`src/rtl/exu_seq_ctrl_pkg.sv`:
```
// Shared types and constants for the NPC multi-cycle sequencer.
// State encoding, timeout counter width and the nop used to seed the instruction register.
package exu_seq_ctrl_pkg;

  localparam int PC_SIZE       = 32;
  localparam int INSTR_SIZE    = 32;
  localparam int SEQ_TMO_WIDTH = 8;

  // addi x0, x0, 0
  localparam logic [INSTR_SIZE-1:0] NOP_INSTR = 32'h0000_0013;

  typedef enum logic [2:0] {
    SEQ_ST_FETCH_REQ  = 3'd0,
    SEQ_ST_FETCH_WAIT = 3'd1,
    SEQ_ST_EXEC       = 3'd2,
    SEQ_ST_MEM_REQ    = 3'd3,
    SEQ_ST_MEM_WAIT   = 3'd4,
    SEQ_ST_WB         = 3'd5,
    SEQ_ST_HALT       = 3'd6,
    SEQ_ST_FAULT      = 3'd7
  } seq_state_e;

  function automatic logic pc_misaligned(input logic [PC_SIZE-1:0] pc);
    return pc[1:0] != 2'b00;
  endfunction

endpackage

```
`src/rtl/seq_tmo_cnt.sv`:
```
// Response timeout counter shared by the fetch and memory wait phases.
// hit flags the last permitted wait cycle, so a missing response there means timeout.
module seq_tmo_cnt
  import exu_seq_ctrl_pkg::*;
#(
  parameter int unsigned TMO_CYC = 255
) (
  input  logic clk,
  input  logic rst,
  input  logic clr,
  input  logic en,
  output logic hit
);

  localparam logic [SEQ_TMO_WIDTH-1:0] HIT_VAL = SEQ_TMO_WIDTH'(TMO_CYC - 1);

  logic [SEQ_TMO_WIDTH-1:0] cnt;

  // NOTE: sequential state is assigned with <= so every flop samples pre-edge values.
  always_ff @(posedge clk) begin
    if (rst || clr) begin
      cnt <= '0;
    end else if (en) begin
      cnt <= cnt + SEQ_TMO_WIDTH'(1);
    end
  end

  assign hit = (cnt == HIT_VAL);

endmodule

```
`src/rtl/exu_seq_ctrl.sv`:
```
// Multi-cycle instruction sequencer: owns PC and IR, drives IFU/LSU handshakes,
// gates register-file writes and retires or stops the core.
module exu_seq_ctrl
  import exu_seq_ctrl_pkg::*;
#(
  parameter logic [PC_SIZE-1:0] PC_RESET = 32'h8000_0000,
  parameter int unsigned        TMO_CYC  = 255
) (
  input  logic                  clk,
  input  logic                  rst,
  output logic                  ifu_req_valid,
  input  logic                  ifu_req_ready,
  output logic [PC_SIZE-1:0]    ifu_req_addr,
  input  logic                  ifu_rsp_valid,
  input  logic [INSTR_SIZE-1:0] ifu_rsp_instr,
  input  logic                  ifu_rsp_err,
  output logic [INSTR_SIZE-1:0] ir,
  output logic [PC_SIZE-1:0]    ir_pc,
  input  logic                  dec_ldst,
  input  logic                  dec_bjp,
  input  logic                  dec_ebreak,
  input  logic                  dec_rdwen,
  input  logic                  bjp_taken,
  input  logic [PC_SIZE-1:0]    bjp_target,
  output logic                  lsu_req_valid,
  input  logic                  lsu_req_ready,
  input  logic                  lsu_rsp_valid,
  input  logic                  lsu_rsp_err,
  output logic                  rf_wen,
  output logic                  commit_valid,
  output logic [PC_SIZE-1:0]    commit_pc,
  output logic                  halt,
  output logic                  fault
);

  seq_state_e         state, state_nxt;
  logic [PC_SIZE-1:0] pc;
  logic [PC_SIZE-1:0] next_pc_q;
  logic [PC_SIZE-1:0] next_pc_calc;
  logic               rdwen_q;
  logic               misal_q;
  logic               halt_commit_q;
  logic               tmo_clr;
  logic               tmo_en;
  logic               tmo_hit;

  seq_tmo_cnt #(.TMO_CYC(TMO_CYC)) u_tmo_cnt (
    .clk (clk),
    .rst (rst),
    .clr (tmo_clr),
    .en  (tmo_en),
    .hit (tmo_hit)
  );

  assign next_pc_calc = (dec_bjp && bjp_taken) ? bjp_target : pc + PC_SIZE'(4);

  // NOTE: every signal written here gets a default first, so no path can infer a latch.
  always_comb begin
    state_nxt = state;
    tmo_clr   = 1'b0;
    tmo_en    = 1'b0;
    unique case (state)
      SEQ_ST_FETCH_REQ: begin
        if (ifu_req_ready) begin
          state_nxt = SEQ_ST_FETCH_WAIT;
          tmo_clr   = 1'b1;
        end
      end
      // A response in the timeout cycle still wins; err beats data.
      SEQ_ST_FETCH_WAIT: begin
        if (ifu_rsp_valid) begin
          state_nxt = ifu_rsp_err ? SEQ_ST_FAULT : SEQ_ST_EXEC;
        end else if (tmo_hit) begin
          state_nxt = SEQ_ST_FAULT;
        end else begin
          tmo_en = 1'b1;
        end
      end
      SEQ_ST_EXEC: begin
        if (dec_ebreak) begin
          state_nxt = SEQ_ST_HALT;
        end else if (dec_ldst) begin
          state_nxt = SEQ_ST_MEM_REQ;
        end else begin
          state_nxt = SEQ_ST_WB;
        end
      end
      SEQ_ST_MEM_REQ: begin
        if (lsu_req_ready) begin
          state_nxt = SEQ_ST_MEM_WAIT;
          tmo_clr   = 1'b1;
        end
      end
      SEQ_ST_MEM_WAIT: begin
        if (lsu_rsp_valid) begin
          state_nxt = lsu_rsp_err ? SEQ_ST_FAULT : SEQ_ST_WB;
        end else if (tmo_hit) begin
          state_nxt = SEQ_ST_FAULT;
        end else begin
          tmo_en = 1'b1;
        end
      end
      SEQ_ST_WB: begin
        state_nxt = misal_q ? SEQ_ST_FAULT : SEQ_ST_FETCH_REQ;
      end
      SEQ_ST_HALT:  state_nxt = SEQ_ST_HALT;
      SEQ_ST_FAULT: state_nxt = SEQ_ST_FAULT;
    endcase
  end

  // Decoder results are captured in EXEC so WB outputs never depend on live inputs.
  always_ff @(posedge clk) begin
    if (rst) begin
      state         <= SEQ_ST_FETCH_REQ;
      pc            <= PC_RESET;
      ir            <= NOP_INSTR;
      ir_pc         <= PC_RESET;
      next_pc_q     <= PC_RESET;
      rdwen_q       <= 1'b0;
      misal_q       <= 1'b0;
      halt_commit_q <= 1'b0;
    end else begin
      state         <= state_nxt;
      halt_commit_q <= (state == SEQ_ST_EXEC) && dec_ebreak;
      if (state == SEQ_ST_FETCH_WAIT && ifu_rsp_valid && !ifu_rsp_err) begin
        ir    <= ifu_rsp_instr;
        ir_pc <= pc;
      end
      if (state == SEQ_ST_EXEC) begin
        next_pc_q <= next_pc_calc;
        rdwen_q   <= dec_rdwen;
        misal_q   <= pc_misaligned(next_pc_calc);
      end
      if (state == SEQ_ST_WB && !misal_q) begin
        pc <= next_pc_q;
      end
    end
  end

  assign ifu_req_valid = (state == SEQ_ST_FETCH_REQ);
  assign ifu_req_addr  = pc;
  assign lsu_req_valid = (state == SEQ_ST_MEM_REQ);
  assign rf_wen        = (state == SEQ_ST_WB) && rdwen_q && !misal_q;
  assign commit_valid  = ((state == SEQ_ST_WB) && !misal_q) || halt_commit_q;
  assign commit_pc     = ir_pc;
  assign halt          = (state == SEQ_ST_HALT);
  assign fault         = (state == SEQ_ST_FAULT);

endmodule
```
`config.mk`:
```
export PLATFORM = sky130hd
export DESIGN_NAME = exu_seq_ctrl
export DESIGN_NICKNAME = d
export VERILOG_FILES = /design/src/rtl/exu_seq_ctrl_pkg.sv /design/src/rtl/seq_tmo_cnt.sv /design/src/rtl/exu_seq_ctrl.sv
export SDC_FILE = /design/constraint.sdc
export NUM_CORES = 1
export LEC_CHECK = 0
export ABC_CLOCK_PERIOD_IN_PS = 3500
export BUFFER_PORTS_ARGS = -buffer_cell sky130_fd_sc_hd__buf_2
export CORE_MARGIN = 4
export CORE_UTILIZATION = 40
export DETAILED_ROUTE_END_ITERATION = 16
export GPL_ROUTABILITY_DRIVEN = 0
export PLACE_DENSITY_LB_ADDON = 0.1
export RECOVER_POWER = 50
export SYNTH_ARGS = -nofsm -noshare
export SYNTH_HDL_FRONTEND = slang
export SYNTH_SLANG_ARGS = --single-unit
```
`constraint.sdc`:
```
create_clock -name clk -period 3.5 [get_ports clk]
set_clock_uncertainty 0.05 [all_clocks]
set_input_delay 0.175 -clock clk [delete_from_list [all_inputs] [get_ports clk]]
set_output_delay 0.175 -clock clk [all_outputs]
set_load 0.05 [all_outputs]
```
==> impl_metrics.json, run 1 <==
{
  "status": "complete, no violations",
  "final.min_clock_period_ps": 2470,
  "worst_slack_ps": 1030,
  "synthSimpleGateAreaFrac_pct": 26.4,
  "power_density_nw_per_um2": 493,
  "setup_viol": 0,
  "overflow": 0,
  "synth-edff-count": 0,
  "timing.rr.end": "next_pc_q[11]$_SDFFE_PP0P_",
  "area_growth_pct": 28.0,
  "critPathRequiredTime_ps": 3270,
  "cts_hold_buf": 38,
  "path_class": "flip-flop to primary output",
  "cts.sinks": 142,
  "die_h_um": 134,
  "min_path_type": "input pin to flip-flop",
  "vias": 6068,
  "post-route-util_pct": 52.7,
  "postSynthNetCount": 893,
  "rows": 45,
  "finalSetupTns_ps": 0,
  "grtUsageMet3_pct": 5.63,
  "synth_compound_area_share_pct": 15.3,
  "clock_latency_ps": 430,
  "synth_area_per_cell_sq_um": 7.76,
  "endpoint": "rf_wen",
  "cts_max_level": 4,
  "pwr-share-seq_pct": 42.4,
  "fillers": 1566,
  "multi_input_area_sq_um": 2970,
  "cts_buffer_depth": 2,
  "slew_headroom_pct": 41.3,
  "post_cts_buffers": 0,
  "drcViolationCount": 0,
  "cts_tree": "done",
  "startpoint_type": "flip-flop",
  "worstPathArrival_ps": 2250,
  "synth.most_common_cell": "nand2_1",
  "finalHoldViolations": 0,
  "end_kind": "primary output",
  "synth_ff_type": "dfxtp_1",
  "pre_cts_slack_ps": 1180,
  "finalNetCount": 1081,
  "synth_mux_area_share_pct": 0,
  "antenna_found_initial": 2,
  "cap_violations": 0,
  "synth_top_area_cell": "dfxtp_1",
  "top_usage_layer": "met2",
  "die_area_sq_um": 17800,
  "drtPass1Iterations": 5,
  "synth_xor_area_share_pct": 4.58,
  "switching_power_uw": 995,
  "reg2reg_slack_ps": 1190,
  "drive_above_1_share_pct": 13.5,
  "p_clk_share_pct": 48.1,
  "synth_warnings": 0,
  "fp.coreArea_sq_um": 15300,
  "grt_use_met2_pct": 33.1,
  "synth_common_cells": "226 x nand2_1, 142 x dfxtp_1, 121 x a21oi_1, 43 x clkbuf_1, 41 x nor2_1",
  "cts_root_buffer": "clkbuf_16",
  "worstRegToRegCells": 5,
  "syn_inst": 813,
  "use_met1_pct": 26.1,
  "ys_seq_area_share_pct": 45.1,
  "crit_path_start": "state[0]$_SDFFE_PP0P_",
  "postRouteAntennaNets": 0,
  "cts_buffers": 17,
  "crit_chain": "nand2_1 -> nor2_2 -> buf_4 -> and2_1 -> buf_2",
  "die_w_um": 134,
  "synthDominantCellAreaShare_pct": 45.1,
  "synth_top_family_by_area": "simple AND/OR/NAND/NOR gates",
  "yosys_register_bits": 142,
  "yosys.cell_types.count": 51,
  "grt_max_degree": 62,
  "ys_top_cells_by_area": "dfxtp_1 45%, nand2_1 13%, a21oi_1 9.6%, buf_4 4.0%, xor2_1 3.1%",
  "io_pins": 211,
  "grt_pass1_wl_um": 29600,
  "regToRegStartpoint": "state[1]$_SDFFE_PP0P_",
  "synth_adder_area_share_pct": 0.595,
  "synth_area_sq_um": 6310,
  "wirelength_um": 18500,
  "pwr-share-comb_pct": 9.5,
  "initial_core_util_pct": 41.2,
  "tightest_slew_ps": 880,
  "critPathMaxStageDelay_ps": 700,
  "p_leak_uw": 0.00291,
  "track_usage_pct": 20.4,
  "cts_resized": 0,
  "regArea_sq_um": 2840,
  "finalCritPeriodShare_pct": 70.6,
  "clk_pin_slew_ps": 60,
  "cp_max_fo": 33,
  "grt_pass1_vias": 5822,
  "ir_drop_v": 0.000307,
  "fmax_mhz": 405,
  "synthArstFlopShare_pct": 0,
  "slowest_stage": "dfxtp_1",
  "route.detailed.wl_per_inst_um": 15.1,
  "holdWs_ps": 23.3,
  "dp_hpwl_um": 11900,
  "post_drt_via_cell_ratio": 4.95,
  "io_buffers": 210,
  "finalMaxSlewViolations": 0,
  "rsz0062_at_grt": "no",
  "drtIter0Drc": 354,
  "swShare_pct": 25.0,
  "power.internal_uw": 2990,
  "power.total_uw": 3980
}
-- critical path: cells and delay by family (launching register included) --
kind	cells	cell delay, ps
flops	1	700
buf+inv	2	650
simple gates	3	450
-- worst min path at each step --
stage / from / to / cells after the start
final: bjp_target[2] / next_pc_q[2]$_SDFFE_PP0P_ / 3
after detailed placement: ifu_rsp_instr[0] / ir[0]$_SDFFE_PP1P_ / 3
after global placement: ifu_rsp_instr[0] / ir[0]$_SDFFE_PP1P_ / 3
after global routing: bjp_target[2] / next_pc_q[2]$_SDFFE_PP0P_ / 3
after CTS: bjp_target[2] / next_pc_q[2]$_SDFFE_PP0P_ / 3
after floorplan: ifu_rsp_instr[0] / ir[0]$_SDFFE_PP1P_ / 2
-- cell type report --
| cell class | instances | area share [%] |
|---|---|---|
| Clock buffer | 20 | 5.53 |
| Sequential cell | 142 | 35.2 |
| Timing Repair Buffer | 259 | 16.8 |
| Tap cell | 211 | 3.27 |
| Antenna cell | 1 | 0.0310 |
| Inverter | 7 | 0.325 |
| Clock inverter | 11 | 2.05 |
| Multi-Input combinational cell | 574 | 36.8 |
-- through the flow --
stage	instances	area [sq um]
final	1225	8070
after global routing	1225	8070
after CTS	1224	8230
after detailed placement	1155	7240
after global placement	1155	7240
after floorplan	813	6310
-- state kept, by name, indices dropped and copies added (netlist names) --
| signal | count |
|---|---|
| ir | 32 |
| commit_pc | 32 |
| rdwen_q | 1 |
| state | 3 |
| halt_commit_q | 1 |
| misal_q | 1 |
| next_pc_q | 32 |
| ifu_req_addr | 32 |
| u_tmo_cnt.cnt | 8 |
-- per-layer routing --
metal / vias up / wire length (um)
li1: 3089 / -
met4: 2 / 418
met2: 163 / 8560
met3: 32 / 1050
met5: - / 20
met1: 2782 / 8420
-- power groups by stage --
stage               registers [uW]  logic [uW]  clock network, uW
floorplan                     1760         200                  0
global placement              1720         352                  0
detailed placement            1720         352                  0
CTS                           1690         385               1940
global route                  1690         418               2000
finish                        1690         380               1920
-- kinds of logic after synthesis --
| family | after synthesis |
|---|---|
| adder cells (fa/ha/maj) | 3 |
| flip-flops | 142 |
| XOR/XNOR | 33 |
| AND/OR/NAND/NOR | 364 |
| buffers and inverters | 97 |
| AO/OA/AOI/OAI | 174 |
-- cells in the final DEF (no fill, tap or decap), types with 4 or more instances in the layout --
| master | count |
|---|---|
| a211oi_1 | 5 |
| a21oi_1 | 121 |
| a311oi_1 | 4 |
| and2_1 | 4 |
| and3_1 | 19 |
| buf_2 | 81 |
| buf_4 | 12 |
| bufinv_16 | 4 |
| clkbuf_1 | 130 |
| clkbuf_16 | 17 |
| clkinv_2 | 4 |
| dfxtp_1 | 142 |
| dlygate4sd3_1 | 38 |
| inv_1 | 7 |
| nand2_1 | 226 |
| nand3_1 | 18 |
| nand3b_1 | 5 |
| nand4_1 | 12 |
| nor2_1 | 39 |
| nor3_1 | 10 |
| nor3b_1 | 4 |
| o21ai_0 | 11 |
| o22ai_1 | 20 |
| or3_1 | 4 |
| xnor2_1 | 11 |
| xor2_1 | 22 |
(Power assumes the default switching activity.)
==> run 2: changes to the inputs <==
--- a/config.mk
+++ b/config.mk
@@ -5,7 +5,8 @@
 export SDC_FILE = /design/constraint.sdc
 export NUM_CORES = 1
 export LEC_CHECK = 0
-export ABC_CLOCK_PERIOD_IN_PS = 3500
+export ABC_AREA = 1
+export ABC_CLOCK_PERIOD_IN_PS = 2400
 export BUFFER_PORTS_ARGS = -buffer_cell sky130_fd_sc_hd__buf_2
 export CORE_MARGIN = 4
 export CORE_UTILIZATION = 40
==> constraint.sdc (replaced) <==
create_clock -name clk -period 2.4 [get_ports clk]
set_clock_uncertainty 0.05 [all_clocks]
set_input_delay 0.12 -clock clk [delete_from_list [all_inputs] [get_ports clk]]
set_output_delay 0.12 -clock clk [all_outputs]
set_load 0.05 [all_outputs]
==> impl_metrics.json, run 2 <==
{
  "synth_area_per_cell_sq_um": 6.99,
  "final.min_clock_period_ps": 2100,
  "end_kind": "primary output",
  "overflow": 0,
  "status": "complete, no violations",
  "synth-edff-count": 0,
  "synth.most_common_cell": "nand2_1",
  "synth_warnings": 0,
  "grt_max_degree": 83,
  "die_h_um": 136,
  "die_w_um": 136,
  "synth_top_area_cell": "dfxtp_1",
  "cts_root_buffer": "clkbuf_16",
  "setup_viol": 0,
  "initial_core_util_pct": 41.0,
  "finalNetCount": 1230,
  "clock_latency_ps": 420,
  "finalSetupTns_ps": 0,
  "ir_drop_v": 0.000535,
  "rows": 46,
  "rsz0062_at_grt": "no",
  "yosys.cell_types.count": 29,
  "fmax_mhz": 475,
  "clk_pin_slew_ps": 60,
  "post_cts_buffers": 0,
  "cap_violations": 0,
  "finalMaxSlewViolations": 0,
  "drtPass1Iterations": 5,
  "worst_slack_ps": 296,
  "drcViolationCount": 0,
  "cts.sinks": 142,
  "io_buffers": 210,
  "synthDominantCellAreaShare_pct": 43.5,
  "die_area_sq_um": 18500,
  "power_density_nw_per_um2": 870,
  "finalHoldViolations": 0,
  "synth_area_sq_um": 6540,
  "io_pins": 211,
  "path_class": "flip-flop to primary output",
  "postRouteAntennaNets": 0,
  "wirelength_um": 20600,
  "ys_seq_area_share_pct": 43.5,
  "cp_max_fo": 18,
  "finalCritPeriodShare_pct": 87.7,
  "synthArstFlopShare_pct": 0,
  "vias": 6728,
  "min_path_type": "input pin to flip-flop",
  "area_growth_pct": 29.2,
  "postSynthNetCount": 1016,
  "grt_pass1_wl_um": 31800,
  "drive_above_1_share_pct": 12.6,
  "startpoint_type": "flip-flop",
  "fp.coreArea_sq_um": 15900,
  "cts_max_level": 4,
  "tightest_slew_ps": 736,
  "yosys_register_bits": 142,
  "cts_buffers": 17,
  "worstPathArrival_ps": 1930,
  "cts_buffer_depth": 2,
  "drtIter0Drc": 483,
  "layout_common_cells": "166 x nand2_1, 165 x nor2_1, 142 x dfxtp_1",
  "synth_common_cells": "166 x nand2_1, 164 x nor2_1, 142 x dfxtp_1, 120 x o21ai_0, 109 x a21oi_1",
  "slew_headroom_pct": 50.9,
  "grt_pass1_vias": 6087,
  "syn_inst": 936,
  "post_drt_via_cell_ratio": 4.88,
  "dp_hpwl_um": 14600,
  "track_usage_pct": 21.8,
  "final_common_cell": "nand2_1",
  "diodes": 0,
  "route.detailed.wl_per_inst_um": 14.9,
  "synth_ff_type": "dfxtp_1",
  "antenna_found_initial": 0,
  "critPathRequiredTime_ps": 2230,
  "ys_top_cells_by_area": "dfxtp_1 43%, nand2_1 9.5%, nor2_1 9.4%, o21ai_0 9.2%, a21oi_1 8.3%",
  "pre_cts_slack_ps": 552,
  "cts_tree": "done",
  "p_leak_uw": 0.00331
}
-- run 2: cell types whose count changed in the layout (fill, tap and decap cells not counted), moves of 20 or more --
cell / delta
nor2_1: +126
o21ai_0: +109
inv_1: +44
nand3_1: +32
nand2_1: -60
o22ai_1: -20
-- run 2: worst max-delay path, cell delays in order, from the launching register on --
cell     delay [ps]
dfxtp_1         360
inv_1           130
nor2_4          130
nand2_1          90
nor2_4          110
inv_2           140
buf_4           210
nor2_1           80
buf_2           260
-- run 2: cell families (layout without fill, tap and decap cells) --
kind of cell / Yosys count / in the layout / share of synthesized area, %
flops: 142 / 142 / 43.5
compound gates: 239 / 239 / 18.6
xor+xnor: 9 / 9 / 1.21
fa+ha+maj: 3 / 3 / 0.574
simple gates: 407 / 407 / 25.6
buf+inv: 136 / 363 / 10.6
-- run 2: through the flow --
step / std cells / utilization, % / power, uW / instance area [sq um] / hold WS [ps]
floorplan: 936 / - / 4400 / 6540 / 183
global placement: 1294 / 47.1 / 4830 / 7510 / 271
detailed placement: 1294 / 47.1 / 4840 / 7510 / 281
CTS: 1379 / 54.0 / 7470 / 8610 / 0.299
global route: 1379 / 53.0 / 7720 / 8450 / 38.7
finish: 1379 / 53.0 / 7350 / 8450 / 24.0
-- run 2: layout make-up --
type | instances | area [sq um]
Clock inverter | 14 | 136
Fill cell | 1726 | 7490
Sequential cell | 142 | 2840
Inverter | 56 | 210
Clock buffer | 18 | 439
Timing Repair Buffer | 275 | 1550
Multi-Input combinational cell | 658 | 3000
Tap cell | 216 | 270
-- run 2: path summary, 6_finish.rpt --
path	start	endpoint	slack [ps]	cells past startpoint
max	state[0]$_SDFFE_PP0P_	rf_wen	300	8
min	bjp_target[0]	next_pc_q[0]$_SDFFE_PP0P_	20	3
min reg2reg	rdwen_q$_SDFFE_PP0P_	rdwen_q$_SDFFE_PP0P_	410	2
max reg2reg	ifu_req_addr[2]$_SDFFE_PP0P_	next_pc_q[28]$_SDFFE_PP0P_	550	10
-- run 2: where the power goes --
group          total [uW]  internal, uW  switching, uW
Clock                2560          1470           1090
Combinational        2000           485           1510
Sequential           2800          2610            183
-- run 2: repair_timing --
item                      CTS  global route
resized for setup           0             0
hold buffers               53             0
hold endpoints to repair   53             0
-- run 2: per-layer routing --
| metal | vias to the layer above | track usage [%] | share of wire (%) | wire [um] |
|---|---|---|---|---|
| met5 | - | 0 | 0 | 0 |
| met4 | 0 | 5.71 | 1.2 | 244 |
| met3 | 16 | 4.70 | 6.3 | 1300 |
| met2 | 221 | 34.6 | 45 | 9300 |
| met1 | 3043 | 30.4 | 47 | 9720 |
| li1 | 3448 | - | - | - |
